--- src/rtl/mem_in_arb_pkg.sv ---
// rtl/mem_in_arb_pkg.sv - shared types and helpers for the memory request input stage
//
// Purpose: request struct at default widths, round-robin pointer type and
// the channel-index width helper used by mem_in_arb.
// Ports: none (package).
package mem_in_arb_pkg;

  localparam int ADDR_W_DEF = 32;
  localparam int DATA_W_DEF = 64;

  // Default-width request record: {wr, addr, data}, same packing as the FIFO entries.
  typedef struct packed {
    logic                  wr;
    logic [ADDR_W_DEF-1:0] addr;
    logic [DATA_W_DEF-1:0] data;
  } mem_req_t;

  // Wide enough for the largest supported channel count (16).
  localparam int RR_PTR_W = 4;
  typedef logic [RR_PTR_W-1:0] rr_ptr_t;

  // Bits needed to name one of n channels (at least one bit).
  function automatic int ch_idx_w(input int n);
    return (n <= 2) ? 1 : $clog2(n);
  endfunction

endpackage

--- src/rtl/mem_in_fifo.sv ---
// rtl/mem_in_fifo.sv - single-channel synchronous request FIFO
//
// Purpose: buffers one requester channel; power-of-two depth, natural pointer wrap.
// Ports:
//   clk, rst_n  clock, synchronous active-low reset
//   push_i      write wdata_i (ignored while full_o)
//   pop_i       drop head entry (ignored while empty_o)
//   wdata_i     entry to store
//   rdata_o     head entry
//   cnt_o       occupancy after the last edge
//   full_o      registered "cannot accept"; also held high while in reset
//   empty_o     no entries
module mem_in_fifo #(
  parameter int DEPTH = 8,
  parameter int WIDTH = 97
) (
  input  logic                       clk,
  input  logic                       rst_n,
  input  logic                       push_i,
  input  logic                       pop_i,
  input  logic [WIDTH-1:0]           wdata_i,
  output logic [WIDTH-1:0]           rdata_o,
  output logic [$clog2(DEPTH+1)-1:0] cnt_o,
  output logic                       full_o,
  output logic                       empty_o
);

  localparam int PW = $clog2(DEPTH);
  localparam int CW = $clog2(DEPTH+1);

  logic [WIDTH-1:0] mem_q [DEPTH];
  logic [PW-1:0]    wr_ptr_q, wr_ptr_d;
  logic [PW-1:0]    rd_ptr_q, rd_ptr_d;
  logic [CW-1:0]    cnt_q, cnt_d;
  logic             full_q, full_d;
  logic             wr_en, rd_en;

  assign wr_en = push_i && !full_q;
  assign rd_en = pop_i && (cnt_q != '0);

  always_comb begin
    wr_ptr_d = wr_ptr_q;
    rd_ptr_d = rd_ptr_q;
    cnt_d    = cnt_q;
    if (wr_en) wr_ptr_d = wr_ptr_q + PW'(1);
    if (rd_en) rd_ptr_d = rd_ptr_q + PW'(1);
    case ({wr_en, rd_en})
      2'b10:   cnt_d = cnt_q + CW'(1);
      2'b01:   cnt_d = cnt_q - CW'(1);
      default: cnt_d = cnt_q;
    endcase
    // Registered from the next count: a full FIFO popped this cycle still
    // refuses this cycle and reopens on the following one.
    full_d = (cnt_d == CW'(DEPTH));
  end

  always_ff @(posedge clk) begin
    if (!rst_n) begin
      wr_ptr_q <= '0;
      rd_ptr_q <= '0;
      cnt_q    <= '0;
      // Refuse pushes during reset; space is advertised one cycle after release.
      full_q   <= 1'b1;
    end else begin
      wr_ptr_q <= wr_ptr_d;
      rd_ptr_q <= rd_ptr_d;
      cnt_q    <= cnt_d;
      full_q   <= full_d;
    end
  end

  always_ff @(posedge clk) begin
    if (wr_en) mem_q[wr_ptr_q] <= wdata_i;
  end

  assign rdata_o = mem_q[rd_ptr_q];
  assign cnt_o   = cnt_q;
  assign full_o  = full_q;
  assign empty_o = (cnt_q == '0);

endmodule

--- src/rtl/mem_in_arb.sv ---
// rtl/mem_in_arb.sv - multi-channel memory request input stage with round-robin arbitration
//
// Purpose: one FIFO per requester channel, round-robin grant onto a single
// registered memory request port. Optional parity: define MEM_IN_PARITY_EN.
// Ports:
//   clk, rst_n   clock, synchronous active-low reset
//   in_valid     per-channel request valid          in_ready  per-channel accept
//   in_wr        per-channel 1 = write, 0 = read
//   in_addr      packed addresses, channel i at [i*ADDR_W +: ADDR_W]
//   in_data      packed write data, channel i at [i*DATA_W +: DATA_W]
//   out_valid/out_ready  output handshake
//   out_wr, out_addr, out_data, out_ch  registered request and its source channel
//   out_par      even parity over {out_wr,out_addr,out_data} (MEM_IN_PARITY_EN only)
//   fifo_cnt     packed per-channel occupancy
module mem_in_arb
  import mem_in_arb_pkg::*;
#(
  parameter int CH_NUM = 4,
  parameter int ADDR_W = 32,
  parameter int DATA_W = 64,
  parameter int DEPTH  = 8
) (
  input  logic                              clk,
  input  logic                              rst_n,
  input  logic [CH_NUM-1:0]                 in_valid,
  output logic [CH_NUM-1:0]                 in_ready,
  input  logic [CH_NUM-1:0]                 in_wr,
  input  logic [CH_NUM*ADDR_W-1:0]          in_addr,
  input  logic [CH_NUM*DATA_W-1:0]          in_data,
  output logic                              out_valid,
  input  logic                              out_ready,
  output logic                              out_wr,
  output logic [ADDR_W-1:0]                 out_addr,
  output logic [DATA_W-1:0]                 out_data,
  output logic [$clog2(CH_NUM)-1:0]         out_ch,
`ifdef MEM_IN_PARITY_EN
  output logic                              out_par,
`endif
  output logic [CH_NUM*$clog2(DEPTH+1)-1:0] fifo_cnt
);

  localparam int CH_W  = ch_idx_w(CH_NUM);
  localparam int CW    = $clog2(DEPTH+1);
  localparam int REQ_W = 1 + ADDR_W + DATA_W;
  // One extra bit so rr_ptr + offset never overflows before the wrap subtract.
  localparam int IDX_W = RR_PTR_W + 1;

  logic [CH_NUM-1:0] fifo_push, fifo_pop, fifo_full, fifo_empty;
  logic [REQ_W-1:0]  fifo_head [CH_NUM];

  for (genvar g = 0; g < CH_NUM; g++) begin : g_ch
    assign fifo_push[g] = in_valid[g] && !fifo_full[g];

    mem_in_fifo #(
      .DEPTH (DEPTH),
      .WIDTH (REQ_W)
    ) u_fifo (
      .clk     (clk),
      .rst_n   (rst_n),
      .push_i  (fifo_push[g]),
      .pop_i   (fifo_pop[g]),
      .wdata_i ({in_wr[g], in_addr[g*ADDR_W +: ADDR_W], in_data[g*DATA_W +: DATA_W]}),
      .rdata_o (fifo_head[g]),
      .cnt_o   (fifo_cnt[g*CW +: CW]),
      .full_o  (fifo_full[g]),
      .empty_o (fifo_empty[g])
    );
  end

  assign in_ready = ~fifo_full;

  rr_ptr_t          rr_ptr_q, rr_ptr_d;
  rr_ptr_t          grant;
  logic             grant_vld;
  logic [IDX_W-1:0] idx;
  logic [REQ_W-1:0] grant_req;
  logic             load;

  logic              out_valid_q, out_valid_d;
  logic              out_wr_q, out_wr_d;
  logic [ADDR_W-1:0] out_addr_q, out_addr_d;
  logic [DATA_W-1:0] out_data_q, out_data_d;
  logic [CH_W-1:0]   out_ch_q, out_ch_d;

  // Round-robin search: first non-empty channel at or after rr_ptr, wrapping.
  always_comb begin
    grant     = '0;
    grant_vld = 1'b0;
    idx       = '0;
    for (int k = 0; k < CH_NUM; k++) begin
      idx = {1'b0, rr_ptr_q} + IDX_W'(k);
      if (idx >= IDX_W'(CH_NUM)) idx = idx - IDX_W'(CH_NUM);
      for (int i = 0; i < CH_NUM; i++) begin
        if (!grant_vld && (idx == IDX_W'(i)) && !fifo_empty[i]) begin
          grant_vld = 1'b1;
          grant     = RR_PTR_W'(i);
        end
      end
    end
  end

  always_comb begin
    // Output stage can take a new request when empty or being drained now.
    load      = grant_vld && (!out_valid_q || out_ready);
    grant_req = '0;
    fifo_pop  = '0;
    for (int i = 0; i < CH_NUM; i++) begin
      if (grant == RR_PTR_W'(i)) begin
        grant_req   = fifo_head[i];
        fifo_pop[i] = load;
      end
    end

    rr_ptr_d    = rr_ptr_q;
    out_valid_d = out_valid_q;
    out_wr_d    = out_wr_q;
    out_addr_d  = out_addr_q;
    out_data_d  = out_data_q;
    out_ch_d    = out_ch_q;
    if (load) begin
      rr_ptr_d    = (grant == RR_PTR_W'(CH_NUM-1)) ? '0 : grant + RR_PTR_W'(1);
      out_valid_d = 1'b1;
      out_wr_d    = grant_req[REQ_W-1];
      out_addr_d  = grant_req[DATA_W +: ADDR_W];
      out_data_d  = grant_req[DATA_W-1:0];
      out_ch_d    = grant[CH_W-1:0];
    end else if (out_ready) begin
      out_valid_d = 1'b0;
    end
  end

  always_ff @(posedge clk) begin
    if (!rst_n) begin
      rr_ptr_q    <= '0;
      out_valid_q <= 1'b0;
      out_wr_q    <= 1'b0;
      out_addr_q  <= '0;
      out_data_q  <= '0;
      out_ch_q    <= '0;
    end else begin
      rr_ptr_q    <= rr_ptr_d;
      out_valid_q <= out_valid_d;
      out_wr_q    <= out_wr_d;
      out_addr_q  <= out_addr_d;
      out_data_q  <= out_data_d;
      out_ch_q    <= out_ch_d;
    end
  end

  assign out_valid = out_valid_q;
  assign out_wr    = out_wr_q;
  assign out_addr  = out_addr_q;
  assign out_data  = out_data_q;
  assign out_ch    = out_ch_q;

`ifdef MEM_IN_PARITY_EN
  logic out_par_q, out_par_d;

  always_comb begin
    out_par_d = out_par_q;
    if (load) out_par_d = ^grant_req;
  end

  always_ff @(posedge clk) begin
    if (!rst_n) out_par_q <= 1'b0;
    else        out_par_q <= out_par_d;
  end

  assign out_par = out_par_q;
`endif

endmodule

--- config.mk ---
export PLATFORM = sky130hd
export DESIGN_NAME = mem_in_arb
export DESIGN_NICKNAME = d
export VERILOG_FILES = /design/src/rtl/mem_in_arb_pkg.sv /design/src/rtl/mem_in_fifo.sv /design/src/rtl/mem_in_arb.sv
export SDC_FILE = /design/constraint.sdc
export NUM_CORES = 2
export LEC_CHECK = 0
export CAP_MARGIN = 25
export CORE_UTILIZATION = 54
export DETAILED_ROUTE_END_ITERATION = 16
export PLACE_DENSITY = 0.82
export SETUP_SLACK_MARGIN = 0.02
export SLEW_MARGIN = 30
export SYNTH_ARGS = -nofsm -noshare
export SYNTH_HDL_FRONTEND = slang
export SYNTH_SLANG_ARGS = --single-unit
--- constraint.sdc ---
create_clock -name clk -period 9.7 [get_ports clk]
set_clock_uncertainty 0.15 [all_clocks]
set_input_delay 1.455 -clock clk [delete_from_list [all_inputs] [get_ports clk]]
set_output_delay 1.455 -clock clk [all_outputs]
set_load 0.05 [all_outputs]
# --- Yosys cells after proc, flatten, opt, wreduce, memory -nomap -nowiden ---
# Memory sizes are Yosys's and may differ from the RTL's. A register that Yosys moved wholly into a read port is not among the register bits.
# Cells that the tools add are included.
# Widths: inputs -> output; s select.
totals:
  register_bits: 148
  ramBits: 3104
  output_inout_bits: 120
  n_memories: 4
op_classes:
  addsub: 24
  magnitude_cmp: 4
  n_eq_ne: 27
  muxes: 66
  bitwise: 1
  n_reduce_logical: 83
mem_list:
  columns: ["name", "depth", "width", "read_ports", "rd_clocked_by_memory_dff", "wr", "line_no", "text"]
  rows:
  - ["g_ch[0].u_fifo.mem_q", 8, 97, 1, 1, 1, "mem_in_fifo.sv:31", "logic [WIDTH-1:0] mem_q [DEPTH];"]
  - ["g_ch[1].u_fifo.mem_q", 8, 97, 1, 1, 1, "mem_in_fifo.sv:31", null]
  - ["g_ch[2].u_fifo.mem_q", 8, 97, 1, 1, 1, "mem_in_fifo.sv:31", null]
  - ["g_ch[3].u_fifo.mem_q", 8, 97, 1, 1, 1, "mem_in_fifo.sv:31", null]
ops:
  columns: ["op", "n"]
  rows:
  - ["$mux 97", 4]
  - ["$mux 4", 15]
  - ["$logic_and 1x1->1", 44]
  - ["$eq 5x2->1 const B", 8]
  - ["$pmux 4 s2", 4]
  - ["$mux 1", 31]
  - ["$add 3x1->3 const B", 8]
  - ["$logic_not 1->1", 24]
  - ["$mux 3", 8]
  - ["$add 4x1->4 const B", 5]
  - ["$eq 5x1->1 const B", 4]
  - ["$logic_not 4->1", 5]
  - ["$logic_not 5->1", 4]
  - ["$mux 5", 4]
  - ["$eq 4x4->1 const B", 4]
  - ["$reduce_bool 4->1", 4]
  - ["$sub 4x1->4 const B", 4]
  - ["$ge 5x3->1 const B", 3]
  - ["$sub 5x3->5 const B", 3]
  - ["$add 4x2->5 const B", 2]
  - ["$eq 2x1->1 const B", 4]
  - ["$eq 2x2->1 const B", 4]
  - ["$eq 4x2->1 const B", 2]
  - ["$add 4x1->5 const B", 1]
  - ["other kinds (6)", 6]

# --- Longest topological paths before layout ---
depth:
  ltp_word: 71
  ltp_mapped: 22

# --- By module ---
# A second synthesis with hierarchy kept.
hier_totals:
  hier_cells: 5782
  hier_area_um2: 126397.5
modules_own_cells:
  columns: ["module", "n_inst", "cells_each", "area_per_inst_um2"]
  rows:
  - ["mem_in_fifo at g_ch[0].u_fifo ...", 3, 1207, 29862.4]
  - ["mem_in_fifo at g_ch[1].u_fifo", 1, 1203, 29831.1]
  - ["mem_in_arb", 1, 958, 6979.2]

# --- Least setup slack after synthesis ---
# OpenSTA, ideal clock, no wires.
synth_path:
  kind: "input port to flip-flop"
  startpoint: "input in_valid[3]"
  endpoint: "memory g_ch[3].u_fifo.mem_q[0][0], enable pin"
  t_arrival_ns: 8.492
  path_slack_ns: 0.386
  stages: 4
  path_cell_list: "nor2b_1 > clkbuf_1 > nand2b_1 > nor3_1"
synth_between:
  elab_chain_cells: 4
synth_lines:
  columns: ["item", "line_no", "text"]
  rows:
  - ["start, declared", "mem_in_arb.sv:25", "input logic [CH_NUM-1:0] in_valid,"]
  - ["$logic_and 1x1->1", "mem_in_arb.sv:52", "assign fifo_push[g] = in_valid[g] && !fifo_full[g];"]
  - ["$logic_and 1x1->1", "mem_in_fifo.sv:38", "assign wr_en = push_i && !full_q;"]
  - ["$mux 1", "mem_in_fifo.sv:73", "if (wr_en) mem_q[wr_ptr_q] <= wdata_i;"]
  - ["$mux 1 (implied by the code)", "mem_in_fifo.sv:73", null]
  - ["end, declared", "mem_in_fifo.sv:31", null]
# Every way passes these cells.

# --- Worst setup path after layout ---
layout_path:
  startpoint: "register g_ch[3].u_fifo.cnt_q[1]"
  endpoint: "register out_addr_q[7] (netlist: out_addr[7])"
layout_between:
  elab_chain_cells: 57
  word_cells_on_any_way: 74
layout_lines:
  columns: ["item", "line_no", "text"]
  rows:
  - ["start, declared", "mem_in_fifo.sv:34", "logic [CW-1:0] cnt_q, cnt_d;"]
  - ["start signal, assigned", "mem_in_fifo.sv:67", "cnt_q <= cnt_d;"]
  - ["$logic_not 4->1 (*)", "mem_in_fifo.sv:79", "assign empty_o = (cnt_q == '0);"]
  - ["$logic_not 1->1 (*)", "mem_in_arb.sv:94", "if (!grant_vld && (idx == IDX_W'(i)) && !fifo_empty[i]) begin"]
  - ["$logic_and 1x1->1", "mem_in_arb.sv:94", null]
  - ["$mux 1", "mem_in_arb.sv:94", null]
  - ["$logic_not 1->1", "mem_in_arb.sv:94", null]
  - ["$logic_and 1x1->1 (2 in a row)", "mem_in_arb.sv:94", null]
  - ["$mux 1", "mem_in_arb.sv:94", null]
  - ["$logic_not 1->1", "mem_in_arb.sv:94", null]
  - ["[... 38 more ...]", null, null]
  - ["$mux 1", "mem_in_arb.sv:94", null]
  - ["$logic_not 1->1", "mem_in_arb.sv:94", null]
  - ["$logic_and 1x1->1 (2 in a row)", "mem_in_arb.sv:94", null]
  - ["$mux 4 (*)", "mem_in_arb.sv:94", null]
  - ["net grant[1]", "mem_in_arb.sv:73", "rr_ptr_t grant;"]
  - ["$logic_not 4->1", "mem_in_arb.sv:108", "if (grant == RR_PTR_W'(i)) begin"]
  - ["$mux 97 (3 in a row)", "mem_in_arb.sv:108", null]
  - ["$mux 97 (*)", "mem_in_arb.sv:108", null]
  - ["end signal, assigned", "mem_in_arb.sv:144", "out_addr_q <= out_addr_d;"]
  - ["end, declared", "mem_in_arb.sv:81", "logic [ADDR_W-1:0] out_addr_q, out_addr_d;"]
# Mark *: on every way through the listed nets, which the timed path passes. The rest lies on a longest branch.
# A chain may end at the register's enable or synchronous reset.

==> summary.txt <==
Place
  – Detail Placement HPWL: 200,000 microns
  – Port-buffer cells: 514
  – Final Wtd Congestion: 0.882

Yosys
  – Synthesized area: 124,000 sq um
  – Syn_area_per_cell: 22.8 sq um
  – Count leader, synth: edfxtp_1
  – Syn Inst Count: 5,442
  – Post-synth top flop: edfxtp_1
  – Post-synthesis cell type count: 55
  – Sequential area share after synthesis: 0.777
  – Post-synth EDFFs: 3,104
  – Share of the synthesized area in the top cell type: 0.751
  – Synth top cells by count: edfxtp_1 (3,104), mux4_2 (776), clkbuf_1 (218)
  – Yosys top cell by area: edfxtp_1
  – Ys Warns: 0
  – Ranking of synthesized cells by area: edfxtp_1 (75%), mux4_2 (14%), dfxtp_1 (2.5%)
  – FF+latch count, synth: 3,262
  – Post-synthesis async set-or-reset flop share: 0

CTS
  – TritonCTS Buffers: 319
  – Max clock buf depth: 4
  – Clock Latency Late Sink: 0.95 ns
  – Root Buffer: clkbuf_16
  – Clock-pin slew on the worst setup and hold paths: 0.06 ns
  – Resized cells post-CTS: 0
  – Setup Buffers After CTS: 0
  – Hold buffer count at cts: 0
  – CTS tree: yes
  – Clk sink count: 3,262
  – H-Tree Level Count: 5

Power
  – Reg power frac: 0.494
  – Int Pwr: 24,100 uW
  – Clock share of power: 0.365
  – Leak Pwr: 0.0430 uW
  – Peak VDD IR: 292 uV
  – Combinational share of power: 0.141
  – Net Sw Frac: 0.256
  – PD cells: 227 nW/um^2
  – Sw Pwr: 8290 uW

Timing
  – Setup TNS: 0 ns
  – Final worst-path cycle share: 0.548
  – Worst rel slew slack: 0.243
  – WHS: 0.322 ns
  – Max Freq: 188 MHz
  – RSZ-0062 raised after global routing: false
  – Setup-failing EPs final: 0
  – Slew Viols, Final: 0
  – Fin crit period: 5.32 ns
  – Fin. Hold Viols: 0
  – Slew at the pin closest to its max-slew limit: 1.14 ns

Setup path
  – Bufs and invs on worst path: 2
  – Cell chain of the critical path: or4_1, a21oi_1, a221oi_1, a21oi_1, inv_1, ha_4, nor2b_4, buf_4, a22oi_1, o211ai_1, a32o_1
  – CP delay by family, top: compound AO/OA/AOI/OAI gates
  – Worst path depth: 11
  – Kind of critical path: reg -> reg
  – Worst EP required: 10.43 ns
  – Slowest cell on the critical path: buf_4
  – Worst setup EP type: flip-flop
  – CP max stage delay: 0.85 ns
  – Setup crit start kind: flip-flop
  – Number of cells on the worst reg-to-reg path: 11
  – Critical-path maximum fanout: 66
  – R2r setup slk: 4.38 ns
  – Crit-path most repeated cell: a21oi_1
  – Worst Path Arrival: 6.05 ns

Route
  – Total number of vias: 63,100
  – Wirelength, routed: 338,000 microns
  – DRT iter0 DRCs: 10,000
  – Antenna-violating nets left: 0
  – Routed WL per cell: 35.9 microns
  – DRC: 0
  – Post-DR vias/cell: 6.72
  – First-pass iteration count of the detailed router: 7

Floorplan
  – Initial Util: 0.544
  – I/O pin count: 515
  – Die Y: 481 microns
  – Core Area: 228,000 sq um
  – Row count: 175
  – Die Span X: 481 microns
  – Die area: 232,000 sq um

Final layout
  – Core Util, Final: 0.627
  – Fin nets: 6,481
  – Filler Cell Count: 14,000
  – Area grow syn2layout: 15.2%
  – Share of cells above drive strength 1: 0.246

Global routing
  – Largest net degree at the start of global routing: 129
  – Initial antenna violation count: 159
  – Grt total ovfl: 0
  – Vias in the first global route: 62,100
  – Total GRT Usage: 0.288
  – First-pass GRT wire length: 467,000 microns

Min path
  – Hold Path Class: reg -> reg
  – Worst Hold Path Cells: 1

Job
  – Max cap viols: 0

Outcome
  – Run status: completed
## per-layer routing
metal  part of all wire  global-route usage  vias up
met5             0.0020                   0        -
li1                   -                   -    24400
met4              0.047               0.123      108
met1               0.35               0.389    32800
met3               0.14              0.0962      773
met2               0.46               0.431     5002
## cells in the final DEF (no fill, tap or decap), drive strengths merged, types with 6 or more instances in the layout
cell and count:
a21oi 18, a22oi 99, a32o 97, and2 26, buf 105, bufinv 19, clkbuf 393, clkdlybuf4s50 513
clkinv 127, clkinvlp 7, dfxtp 158, diode 92, edfxtp 3104, ha 24, inv 17, mux2 194
mux2i 203, mux4 776, nand2 127, nand2b 13, nand3 6, nor2 38, nor2b 23, nor3 11
o211ai 97, o21ai 11, xnor2 15, xor2 18
## worst reg2reg max path: stages, from the launching register on
cell and delay (ns):
dfxtp_1 0.38, or4_1 0.76, a21oi_1 0.22, a221oi_1 0.12, a21oi_1 0.55, inv_1 0.18, ha_4 0.38, nor2b_4 0.77
buf_4 0.88, a22oi_1 0.41, o211ai_1 0.22, a32o_1 0.24
## metrics by stage
step | std cells | setup WS [ns] | area, sq um | total power, uW
finish | 9391 | 4.38 | 143000 | 32400
global route | 9367 | 4.21 | 143000 | 33100
global placement | 8746 | 4.69 | 133000 | 20500
detailed placement | 8746 | 4.58 | 133000 | 20700
floorplan | 5443 | 0.386 | 124000 | 18900
CTS | 9295 | 4.52 | 143000 | 32300
## sequential cells by signal, indices dropped and copies added, names as in the netlist, named ones only
register,count
g_ch.u_fifo.mem_q,3104
out_data,64
out_addr,32
g_ch.u_fifo.cnt_o,16
g_ch.u_fifo.rd_ptr_q,12
g_ch.u_fifo.wr_ptr_q,12
g_ch.u_fifo.full_o,4
out_ch,2
rr_ptr_q,2
out_valid,1
out_wr,1
## final timing paths
path / start / endpoint
worst max-delay path: g_ch[3].u_fifo.cnt_o[1] / out_addr[7]
worst min-delay path: out_addr[31] / out_addr[31]
worst max register to register: g_ch[3].u_fifo.cnt_o[1] / out_addr[7]
worst min register to register: out_addr[31] / out_addr[31]
## area by class of cell
type	count	area, sq um	area share
repair buffers	618	6140	0.0429
inverters	14	52.6	0.000368
clock buffers	393	8500	0.0595
clock inverters	156	1220	0.00854
flip-flops and latches	3262	96400	0.674
well taps	3009	3760	0.0263
diodes	92	230	0.00161
multi-input cells	1847	26600	0.186
## cell families after synthesis
kind of cell / count (synthesis) / synth area share
mux: 1173 / 0.175
compound gates: 346 / 0.0226
flops: 3262 / 0.777
xor+xnor: 33 / 0.00233
simple gates: 269 / 0.0104
fa+ha+maj: 24 / 0.00242
buf+inv: 334 / 0.0106
other cells: 1 / 0.0000302
## power groups by stage
stage               Combinational [uW]  Clock (uW)  Sequential (uW)
detailed placement                4380           0            16300
finish                            4580       11800            16000
floorplan                         2430           0            16500
global placement                  4240           0            16300
CTS                               4470       11800            16000
global route                      4730       12400            16000
Power figures use the tool's default switching activity.
